<file path="config.mk">
export PLATFORM = sky130hd
export DESIGN_NAME = fdct_block_encoder_flat
export DESIGN_NICKNAME = d
export VERILOG_FILES = /design/src/rtl/fdct_block_encoder_pkg.sv /design/src/rtl/fdct_block_encoder_if.sv /design/src/rtl/fdct_block_encoder_c_rom.sv /design/src/rtl/fdct_block_encoder.sv /design/src/flat_wrapper.sv
export SDC_FILE = /design/constraint.sdc
export NUM_CORES = 2
export LEC_CHECK = 0
export ABC_AREA = 1
export ABC_CLOCK_PERIOD_IN_PS = 13020
export BUFFER_PORTS_ARGS = -buffer_cell sky130_fd_sc_hd__buf_2
export CAP_MARGIN = 10
export CORE_MARGIN = 5
export CORE_UTILIZATION = 35
export DETAILED_ROUTE_END_ITERATION = 10
export PLACE_DENSITY = 0.61
export SETUP_SLACK_MARGIN = 0.15
export SYNTH_ARGS = -nofsm -noshare
export SYNTH_HDL_FRONTEND = slang
export SYNTH_SLANG_ARGS = --single-unit
</file>
<file path="constraint.sdc">
create_clock -name Clock -period 13.02 [get_ports Clock]
set_input_delay 2.604 -clock Clock [delete_from_list [all_inputs] [get_ports Clock]]
set_output_delay 2.604 -clock Clock [all_outputs]
set_load 0.01 [all_outputs]
</file>
<file path="src/rtl/fdct_block_encoder_pkg.sv">
// Shared types and constants for the forward-DCT block encoder.
// FSM encoding, the integer C matrix (scale 4096), scale shifts, strides.
package fdct_block_encoder_pkg;

  typedef enum logic [2:0] {
    ST_IDLE,
    ST_FETCH,
    ST_PASS_T,
    ST_PASS_S,
    ST_WRITE
  } fdct_state_e;

  localparam logic [17:0] PIXEL_STRIDE_DEF = 18'd160;
  localparam logic [17:0] COEFF_STRIDE_DEF = 18'd320;

  localparam int T_SHIFT = 8;
  localparam int S_SHIFT = 16;

  // Row k is DCT basis k sampled at j = 0..7; shared with the decoder.
  localparam logic [0:63][11:0] C_TAB = {
    12'sd1448,  12'sd1448,  12'sd1448,  12'sd1448,
    12'sd1448,  12'sd1448,  12'sd1448,  12'sd1448,
    12'sd2008,  12'sd1702,  12'sd1137,  12'sd399,
    -12'sd399,  -12'sd1137, -12'sd1702, -12'sd2008,
    12'sd1892,  12'sd783,   -12'sd783,  -12'sd1892,
    -12'sd1892, -12'sd783,  12'sd783,   12'sd1892,
    12'sd1702,  -12'sd399,  -12'sd2008, -12'sd1137,
    12'sd1137,  12'sd2008,  12'sd399,   -12'sd1702,
    12'sd1448,  -12'sd1448, -12'sd1448, 12'sd1448,
    12'sd1448,  -12'sd1448, -12'sd1448, 12'sd1448,
    12'sd1137,  -12'sd2008, 12'sd399,   12'sd1702,
    -12'sd1702, -12'sd399,  12'sd2008,  -12'sd1137,
    12'sd783,   -12'sd1892, 12'sd1892,  -12'sd783,
    -12'sd783,  12'sd1892,  -12'sd1892, 12'sd783,
    12'sd399,   -12'sd1137, 12'sd1702,  -12'sd2008,
    12'sd2008,  -12'sd1702, 12'sd1137,  -12'sd399
  };

  function automatic logic signed [11:0] c_lookup(
    input logic [2:0] k,
    input logic [2:0] j
  );
    return $signed(C_TAB[{k, j}]);
  endfunction

endpackage

</file>
<file path="src/rtl/fdct_block_encoder_if.sv">
// Sequencer handshake and SRAM port of the forward-DCT block encoder.
// master: sequencer/SRAM side; slave: the encoder.
interface fdct_block_encoder_if;

  logic        Start;
  logic [17:0] Pixel_address;
  logic [17:0] Coeff_address;
  logic        Busy;
  logic        Done;
  logic [17:0] SRAM_address;
  logic [15:0] SRAM_read_data;
  logic [15:0] SRAM_write_data;
  logic        SRAM_we_n;

  modport master (
    output Start,
    output Pixel_address,
    output Coeff_address,
    output SRAM_read_data,
    input  Busy,
    input  Done,
    input  SRAM_address,
    input  SRAM_write_data,
    input  SRAM_we_n
  );

  modport slave (
    input  Start,
    input  Pixel_address,
    input  Coeff_address,
    input  SRAM_read_data,
    output Busy,
    output Done,
    output SRAM_address,
    output SRAM_write_data,
    output SRAM_we_n
  );

endinterface

</file>
<file path="src/rtl/fdct_block_encoder_c_rom.sv">
// Two-port C-matrix lookup: (row, col) -> signed coefficient.
// Both multipliers read through this one table.
module fdct_c_rom
  import fdct_block_encoder_pkg::*;
(
  input  logic [2:0]         row0,
  input  logic [2:0]         col0,
  input  logic [2:0]         row1,
  input  logic [2:0]         col1,
  output logic signed [11:0] c0,
  output logic signed [11:0] c1
);

  assign c0 = c_lookup(row0, col0);
  assign c1 = c_lookup(row1, col1);

endmodule

</file>
<file path="src/rtl/fdct_block_encoder.sv">
// 8x8 forward DCT S = C*P*C^T: fetch, row pass, column pass, write.
// Build option FDCT_LEVEL_SHIFT_EN: pixels become signed (P - 128).
module fdct_block_encoder
  import fdct_block_encoder_pkg::*;
#(
  parameter logic [17:0] PIXEL_STRIDE = PIXEL_STRIDE_DEF,
  parameter logic [17:0] COEFF_STRIDE = COEFF_STRIDE_DEF
) (
  input logic                 Clock,
  input logic                 Resetn,
  fdct_block_encoder_if.slave bus
);

  fdct_state_e state_q;
  fdct_state_e state_d;

  logic [7:0]  cnt_q;
  logic [17:0] pix_base_q;
  logic [17:0] coeff_base_q;

  logic [17:0] addr_q;
  logic [17:0] addr_d;
  logic [15:0] wdata_q;
  logic [15:0] wdata_d;
  logic        we_n_q;
  logic        we_n_d;
  logic        busy_q;
  logic        busy_d;
  logic        done_q;
  logic        done_d;

  logic [7:0]  pix_arr [64];
  logic [15:0] t_arr [64];
  logic [15:0] s_arr [64];

  logic [5:0]  ent;
  logic [1:0]  ph;
  logic [4:0]  fidx;
  logic [2:0]  c_row;

  logic signed [11:0] c0;
  logic signed [11:0] c1;
  logic signed [15:0] op0;
  logic signed [15:0] op1;
  logic signed [31:0] prod0;
  logic signed [31:0] prod1;
  logic signed [31:0] acc_q;
  logic signed [31:0] acc_sum;

  function automatic logic signed [15:0] pix_ext(input logic [7:0] p);
`ifdef FDCT_LEVEL_SHIFT_EN
    return {{8{~p[7]}}, ~p[7], p[6:0]};
`else
    return {8'b0, p};
`endif
  endfunction

  assign ent  = cnt_q[7:2];
  assign ph   = cnt_q[1:0];
  assign fidx = 5'(cnt_q - 8'd2);

  // Row pass walks k in the low entry bits; column pass walks k in the high.
  assign c_row = (state_q == ST_PASS_T) ? ent[2:0] : ent[5:3];

  fdct_c_rom u_rom (
    .row0 (c_row),
    .col0 ({ph, 1'b0}),
    .row1 (c_row),
    .col1 ({ph, 1'b1}),
    .c0   (c0),
    .c1   (c1)
  );

  // Operand select: pixels feed the row pass, T entries the column pass.
  always_comb begin
    if (state_q == ST_PASS_T) begin
      op0 = pix_ext(pix_arr[{ent[5:3], ph, 1'b0}]);
      op1 = pix_ext(pix_arr[{ent[5:3], ph, 1'b1}]);
    end else begin
      op0 = $signed(t_arr[{ph, 1'b0, ent[2:0]}]);
      op1 = $signed(t_arr[{ph, 1'b1, ent[2:0]}]);
    end
  end

  assign prod0   = 32'(op0) * 32'(c0);
  assign prod1   = 32'(op1) * 32'(c1);
  assign acc_sum = ((ph == 2'd0) ? 32'sd0 : acc_q) + prod0 + prod1;

  // State register.
  always_ff @(posedge Clock) begin
    if (!Resetn) state_q <= ST_IDLE;
    else         state_q <= state_d;
  end

  // Next-state: fixed-length phases, Start only honoured in IDLE.
  always_comb begin
    state_d = state_q;
    unique case (state_q)
      ST_IDLE:   if (bus.Start)        state_d = ST_FETCH;
      ST_FETCH:  if (cnt_q == 8'd33)   state_d = ST_PASS_T;
      ST_PASS_T: if (cnt_q == 8'd255)  state_d = ST_PASS_S;
      ST_PASS_S: if (cnt_q == 8'd255)  state_d = ST_WRITE;
      ST_WRITE:  if (cnt_q == 8'd64)   state_d = ST_IDLE;
      default:                         state_d = ST_IDLE;
    endcase
  end

  // Next values of the registered SRAM/handshake outputs.
  always_comb begin
    addr_d  = addr_q;
    wdata_d = wdata_q;
    we_n_d  = 1'b1;
    busy_d  = (state_d != ST_IDLE);
    done_d  = 1'b0;
    unique case (state_q)
      ST_FETCH: begin
        if (cnt_q < 8'd32)
          addr_d = pix_base_q
                 + 18'(cnt_q[4:2]) * PIXEL_STRIDE
                 + 18'(cnt_q[1:0]);
      end
      ST_WRITE: begin
        if (cnt_q[6]) begin
          done_d = 1'b1;
        end else begin
          addr_d  = coeff_base_q
                  + 18'(cnt_q[5:3]) * COEFF_STRIDE
                  + 18'(cnt_q[2:0]);
          wdata_d = s_arr[cnt_q[5:0]];
          we_n_d  = 1'b0;
        end
      end
      default: ;
    endcase
  end

  // Output registers, phase counter and latched block addresses.
  always_ff @(posedge Clock) begin
    if (!Resetn) begin
      addr_q       <= '0;
      wdata_q      <= '0;
      we_n_q       <= 1'b1;
      busy_q       <= 1'b0;
      done_q       <= 1'b0;
      cnt_q        <= '0;
      pix_base_q   <= '0;
      coeff_base_q <= '0;
    end else begin
      addr_q  <= addr_d;
      wdata_q <= wdata_d;
      we_n_q  <= we_n_d;
      busy_q  <= busy_d;
      done_q  <= done_d;
      if (state_d != state_q || state_q == ST_IDLE) cnt_q <= '0;
      else                                          cnt_q <= cnt_q + 8'd1;
      if (state_q == ST_IDLE && bus.Start) begin
        pix_base_q   <= bus.Pixel_address;
        coeff_base_q <= bus.Coeff_address;
      end
    end
  end

  // Datapath storage: pixel capture, MAC accumulator, T and S arrays.
  always_ff @(posedge Clock) begin
    if (state_q == ST_PASS_T || state_q == ST_PASS_S)
      acc_q <= acc_sum;
    if (state_q == ST_FETCH && cnt_q >= 8'd2) begin
      pix_arr[{fidx, 1'b0}] <= bus.SRAM_read_data[15:8];
      pix_arr[{fidx, 1'b1}] <= bus.SRAM_read_data[7:0];
    end
    if (state_q == ST_PASS_T && ph == 2'd3)
      t_arr[ent] <= acc_sum[T_SHIFT+15:T_SHIFT];
    if (state_q == ST_PASS_S && ph == 2'd3)
      s_arr[ent] <= acc_sum[S_SHIFT+15:S_SHIFT];
  end

  assign bus.SRAM_address    = addr_q;
  assign bus.SRAM_write_data = wdata_q;
  assign bus.SRAM_we_n       = we_n_q;
  assign bus.Busy            = busy_q;
  assign bus.Done            = done_q;

endmodule

</file>
<file path="src/flat_wrapper.sv">
// flat-port wrapper written by rule: the top's interface ports become plain ports
module fdct_block_encoder_flat import fdct_block_encoder_pkg::*;
#(
  parameter logic [17:0] PIXEL_STRIDE = PIXEL_STRIDE_DEF,
  parameter logic [17:0] COEFF_STRIDE = COEFF_STRIDE_DEF
)
  (Clock, Resetn, bus_Start, bus_Pixel_address, bus_Coeff_address, bus_SRAM_read_data, bus_Busy, bus_Done, bus_SRAM_address, bus_SRAM_write_data, bus_SRAM_we_n);
  fdct_block_encoder_if bus_i ();
  input logic Clock;
  input logic Resetn;
  input wire logic [$bits(bus_i.Start)-1:0] bus_Start;
  input wire logic [$bits(bus_i.Pixel_address)-1:0] bus_Pixel_address;
  input wire logic [$bits(bus_i.Coeff_address)-1:0] bus_Coeff_address;
  input wire logic [$bits(bus_i.SRAM_read_data)-1:0] bus_SRAM_read_data;
  output wire logic [$bits(bus_i.Busy)-1:0] bus_Busy;
  output wire logic [$bits(bus_i.Done)-1:0] bus_Done;
  output wire logic [$bits(bus_i.SRAM_address)-1:0] bus_SRAM_address;
  output wire logic [$bits(bus_i.SRAM_write_data)-1:0] bus_SRAM_write_data;
  output wire logic [$bits(bus_i.SRAM_we_n)-1:0] bus_SRAM_we_n;
  assign bus_i.Start = bus_Start;
  assign bus_i.Pixel_address = bus_Pixel_address;
  assign bus_i.Coeff_address = bus_Coeff_address;
  assign bus_i.SRAM_read_data = bus_SRAM_read_data;
  assign bus_Busy = bus_i.Busy;
  assign bus_Done = bus_i.Done;
  assign bus_SRAM_address = bus_i.SRAM_address;
  assign bus_SRAM_write_data = bus_i.SRAM_write_data;
  assign bus_SRAM_we_n = bus_i.SRAM_we_n;
  fdct_block_encoder #(.PIXEL_STRIDE(PIXEL_STRIDE), .COEFF_STRIDE(COEFF_STRIDE)) u_core (.Clock(Clock), .Resetn(Resetn), .bus(bus_i));
endmodule
</file>
# After elaboration in Yosys (flattened, before gate mapping)
# Memory sizes are Yosys's and may differ from the RTL's. A register that Yosys moved wholly into a read port is not among the register bits.
# Index checks and enable logic that the tools add are counted.
dict set report classes {
  addsub 8
  n_mul 4
  order_cmp 4
  eq_ne 11
  muxes 28
  bitwise_logic 4
  n_reduce_logical 15
}
# op count
set ops {}
lappend ops {{adder 32 bit} 2}
lappend ops {{multiplier 16 x 12 -> 28 bit} 2}
lappend ops {{two-way mux 12 bit} 4}
lappend ops {{two-way mux 18 bit} 2}
lappend ops {{case mux 18 bit (2 select lines)} 1}
lappend ops {{two-way mux 16 bit} 2}
lappend ops {{two-way mux 32 bit} 1}
lappend ops {{two-way mux 6 bit} 4}
lappend ops {{adder 18 x 11 -> 18 bit} 1}
lappend ops {{adder 18 x 12 -> 18 bit} 1}
lappend ops {{adder 18 x 2 -> 18 bit} 1}
lappend ops {{adder 18 x 3 -> 18 bit} 1}
lappend ops {{two-way mux 3 bit} 6}
lappend ops {{case mux 3 bit (5 select lines)} 1}
lappend ops {{>= comparator 7 bit (second input constant)} 2}
lappend ops {{inverter 6 -> 7 bit} 2}
lappend ops {{multiplier 3 x 3 -> 6 bit (second input constant)} 2}
lappend ops {{adder 8 x 1 -> 8 bit (second input constant)} 1}
lappend ops {{equality test 8 x 6 -> 1 bit (second input constant)} 1}
lappend ops {{equality test 8 x 7 -> 1 bit (second input constant)} 1}
lappend ops {{equality test 8 bit (second input constant)} 1}
lappend ops {{>= comparator 8 x 2 -> 1 bit (second input constant)} 1}
lappend ops {{less-than comparator 8 x 6 -> 1 bit (second input constant)} 1}
lappend ops {{two-way mux 1 bit} 7}
lappend ops {{19 further kinds} 26}
dict set report word_totals {
  reg_bits 100
  mem_bits_rw 2560
  romBits 1536
  in_bits 55
  output_inout_bits 37
  elab_cells 88
  mem_count 5
}
# memory depth word_bits rd rd_ports_with_merged_regs write_ports line_no
set mem_list {}
lappend mem_list {u_core.s_arr 64 16 1 1 1 fdct_block_encoder.sv:34} ;# logic [15:0] s_arr [64];
lappend mem_list {u_core.t_arr 64 16 2 2 1 fdct_block_encoder.sv:33} ;# logic [15:0] t_arr [64];
lappend mem_list {{(no name shown)} 64 12 1 0 0 fdct_block_encoder_pkg.sv:43} ;# return $signed(C_TAB[{k, j}]);
lappend mem_list {{(no name shown)} 64 12 1 0 0 fdct_block_encoder_pkg.sv:43}
lappend mem_list {u_core.pix_arr 64 8 2 2 2 fdct_block_encoder.sv:32} ;# logic [7:0] pix_arr [64];

# Logic depth before layout (Yosys ltp)
dict set report depth {
  ltp_word 9
  mapped_depth 51
  ltp_nobuf 48
}

# Cells and area by module
# From an unflattened synthesis, not the netlist that was laid out.
dict set report unflattened {
  hier_cells 11470
  area_unflattened_um2 125978.3
}
# mod instances cells_per_inst area_per_inst_um2
set modules_own_cells {}
lappend modules_own_cells {fdct_block_encoder 1 11077 124072.7}
lappend modules_own_cells {fdct_c_rom 1 393 1905.6}

# Least setup slack after synthesis
# OpenSTA, ideal clock, no wires.
dict set report synth_timing {
  kind {register -> register}
  startpoint {register u_core.cnt_q[1]}
  endpoint {register u_core.acc_q[17], data pin}
  t_arrival_ps 11579
  required_ps 12087
  slack_ps 508
  stages_incl_launch_ff 35
  path_buffers 4
  period_less_slack_ps 12512
  cell_sequence {dfxtp_1 buf_2 inv_1 buf_2 buf_1 ha_1 o21ai_1 nor2_1 o21ai_2 buf_2 nand3_1 fa_1 fa_1 fa_1 inv_1 fa_1 inv_1 fa_1 inv_1 ha_1 a21o_1 a21oi_1 o21ai_0 a31oi_1 xnor2_1 fa_1 ha_1 nand2_1 inv_1 nand3_1 a21oi_1 nor2_1 nand2_1 a21oi_1 xnor2_1}
}
dict set report synth_via {
  elab_chain_len 7
  elab_cells_between_ends 14
  classes_between {add/sub (2); mul (2); mux (5); bitwise (2); reduce/logical (1); memory (2)}
}
# element line_no
set synth_rtl {}
lappend synth_rtl {{start: declaration} fdct_block_encoder.sv:17} ;# logic [7:0] cnt_q;
lappend synth_rtl {{start signal: assignment} fdct_block_encoder.sv:155} ;# else cnt_q <= cnt_q + 8'd1;
lappend synth_rtl {{inverter 6 -> 7 bit (not written as such)} fdct_block_encoder_pkg.sv:43}
lappend synth_rtl {{memory (64 x 12 bit)} -}
lappend synth_rtl {{two-way mux 12 bit (not written as such) (2 in series)} fdct_block_encoder_pkg.sv:43}
lappend synth_rtl {{multiplier 16 x 12 -> 28 bit} fdct_block_encoder.sv:85} ;# assign prod0 = 32'(op0) * 32'(c0);
lappend synth_rtl {{adder 32 bit} fdct_block_encoder.sv:87} ;# assign acc_sum = ((ph == 2'd0) ? 32'sd0 : acc_q) + prod0 + prod1;
lappend synth_rtl {{adder 32 bit *} fdct_block_encoder.sv:87}
lappend synth_rtl {{named net u_core.acc_sum[17]} fdct_block_encoder.sv:48} ;# logic signed [31:0] acc_sum;
lappend synth_rtl {{end signal: assignment} fdct_block_encoder.sv:166} ;# acc_q <= acc_sum;
lappend synth_rtl {{end: declaration} fdct_block_encoder.sv:47} ;# logic signed [31:0] acc_q;
# The timed path passes the listed nets; every way through them passes the cells marked *. The select of a mux whose other input is x is not followed.
# A chain may end at the register's enable or synchronous reset.

# Worst setup path after layout
dict set report layout_timing {
  startpoint {register u_core.cnt_q[2]}
  endpoint {memory u_core.s_arr[63][6], data pin}
}
dict set report layout_via {
  elab_chain_len 8
  elab_cells_between_ends 13
  classes_between {add/sub (2); mul (2); mux (5); bitwise (2); memory (2)}
}
# element line_no
set layout_rtl {}
lappend layout_rtl {{two-way mux 3 bit *} fdct_block_encoder.sv:63} ;# assign c_row = (state_q == ST_PASS_T) ? ent[2:0] : ent[5:3];
lappend layout_rtl {{inverter 6 -> 7 bit (not written as such)} fdct_block_encoder_pkg.sv:43}
lappend layout_rtl {{memory (64 x 12 bit)} -}
lappend layout_rtl {{two-way mux 12 bit (not written as such) (2 in series)} fdct_block_encoder_pkg.sv:43}
lappend layout_rtl {{multiplier 16 x 12 -> 28 bit} fdct_block_encoder.sv:85}
lappend layout_rtl {{adder 32 bit} fdct_block_encoder.sv:87}
lappend layout_rtl {{adder 32 bit *} fdct_block_encoder.sv:87}
lappend layout_rtl {{named net u_core.acc_sum[22]} fdct_block_encoder.sv:48}
lappend layout_rtl {{end: declaration} fdct_block_encoder.sv:34}
# Marks and branches as above.

==> qor.yml <==
cts_tree: "yes"
worstPathRequired_ps: 13720
place_hpwl_um: 224900
die_h_um: 600.7
drt_iter0_markers: 9219
outcome: "finished clean"
drive_above_1_share: 0.09807
first_pass_iters: 8
wl_met2_um: 170000
max-cap-violations: 0
clk_pin_slew_ps: 60
grt_pass1_wl_um: 538300
synth-main-ff-cell: "edfxtp_1"
ys_warn_count: 0
regArea_um2: 79530
num_vias: 81670
area_delta_synth_final_pct: 13.57
gr-usage-all-layers: 0.1969
post-cts-setup-buffer-count: 0
wl_met3_um: 31650
yosysTopAreaCell: "edfxtp_1"
cts.sinks: 2676
cts_hold_buf: 0
num_rows: 217
period_minus_slack_ps: 11600
grt_max_degree: 189
path_class: "reg2reg"
cts_buffers: 290
grt_overflow: 0
synth-edff-count: 2592
synthTopCellsByArea: "edfxtp_1 64%, nand2_1 6.5%, fa_1 6.4%"
cts_resized: 0
synth_most_common_cell: "edfxtp_1"
core_um2: 348300
cts_buffer_depth: 4
worstSetupStartpointType: "flop"
drt-met1-wl_um: 153800
synth_top_area_frac: 0.6374
cp_slowest_cell: "xor2_4"
critPathMaxStageDelay_ps: 750
critPathMaxFanout: 83
grt_setup_unrepaired: "false"
slew_violations: 0
wl_um: 368600
io_pins: 92
dp_slack_ps: 1629
synthArstFlopShare: 0
vias_per_cell: 5.316
tightest_slew_ps: 1273
end_kind: "flop"
final_nets: 11170
synth_common_cells: "2592 x edfxtp_1, 2103 x nand2_1, 1002 x nor2_1"
synth.avg_cell_area_um2: 11.78
ctsRootBufferMaster: "clkbuf_16"
synth_area_um2: 122100
multiInputGateArea_um2: 38360
antenna_left: 0
cpMostUsedCell: "fa_1"
htree_levels: 5
slew_headroom: 0.1503
synth_nets: 10990
routed.top_layer: "met5"
dieWidth_um: 600.7
fin_crit_sh: 0.8910
first_global_vias: 78560
tns_ps: 0
skew_ps: 86.46
arrival_ps: 12300
setup_ws_ps: 1420
finalHoldViolations: 0
port-buffer-count: 91
synth.distinct_cells: 56
drc: 0
gp_congestion: 0.9181
clock_latency_ps: 910
initial_utilization: 0.3506
avgRoutedWirePerCell_um: 23.99
path_buf_inv: 7
fillCellCount: 32720
finalSetupViolations: 0
antenna_found_initial: 25
fp.dieArea_um2: 360800
fmaxAchievable_ghz: 0.08620
ys_seq_area_frac: 0.6512
synthCells: 10360
ys_ff_latch: 2676
worst_path_dominant_cell_family: "adder cells"
min_path_type: "reg2reg"
-- final cells by class --
cell class,instances,share of cell area
antenna,5,0.00009021
clock buffer,363,0.05560
clock inverter,146,0.009103
inverter,786,0.02145
multi-input combinational,6396,0.2766
sequential,2676,0.5734
tap,4599,0.04149
timing repair buffer,391,0.02225
-- worst min-delay path, stage by stage (launching register included) --
cell and delay (ps):
dfxtp_1 310, inv_1 70, a21oi_1 60
-- registers in the layout, indices dropped and copies added, names as in the netlist --
signal / count
u_core.pix_base_q: 18
u_core.acc_q: 32
u_core.t_arr: 1024
u_core.bus.Busy: 1
u_core.cnt_q: 8
u_core.bus.SRAM_address: 18
u_core.coeff_base_q: 18
u_core.state_q: 3
u_core.bus.SRAM_we_n: 1
u_core.bus.SRAM_write_data: 16
u_core.s_arr: 1024
u_core.pix_arr: 512
u_core.bus.Done: 1
-- kinds of logic after synthesis --
kind of cell    Yosys count  synth area share
simple gates           3976            0.1339
fa+ha+maj               575           0.08301
flops                  2676            0.6512
buf+inv                1290           0.04348
compound gates         1767           0.08282
xor+xnor                 78          0.005594
-- path summary, 6_finish.rpt --
kind | start | to | slack (ps) | depth (start not counted)
max | u_core.cnt_q[2]$_SDFF_PP0_ | u_core.s_arr[63][6]$_DFFE_PP_ | 1420 | 37
min | u_core.coeff_base_q[17]$_SDFFE_PN0P_ | u_core.coeff_base_q[17]$_SDFFE_PN0P_ | 480 | 2
max reg2reg | u_core.cnt_q[2]$_SDFF_PP0_ | u_core.s_arr[63][6]$_DFFE_PP_ | 1420 | 37
min reg2reg | u_core.coeff_base_q[17]$_SDFFE_PN0P_ | u_core.coeff_base_q[17]$_SDFFE_PN0P_ | 480 | 2
-- through the flow --
stage	utilization	area, um2	std cells	hold slack (ps)
4_1_cts	0.3981	138700	15360	486.8
3_3_place_gp	0.3723	129700	14850	470.0
2_1_floorplan	-	122100	10360	444.2
5_1_grt	0.3981	138700	15360	512.0
6_report	0.3981	138700	15360	483.9
3_5_place_dp	0.3723	129700	14850	477.2
-- layer usage --
metal  up-vias  GRT usage
li1      36540          -
met1     40760     0.2760
met2      3779     0.3139
met3       586    0.03056
met4         4    0.06509
met5         -          0
-- cell usage in the layout, fill, tap and decap left out, drive strengths merged, types with 306 or more instances in the layout --
cell    synthesis  layout
edfxtp       2592    2592
nand2        2131    2131
nor2         1013    1013
o21ai         948     948
inv           782     798
nand3         534     534
fa            392     392
buf           322     391
clkbuf        182     363
a21oi         345     345
a22oi         306     306
Power is left out: the tool's default activity adds up to more than one toggle a clock period on the data nets, which glitch-free logic cannot reach.
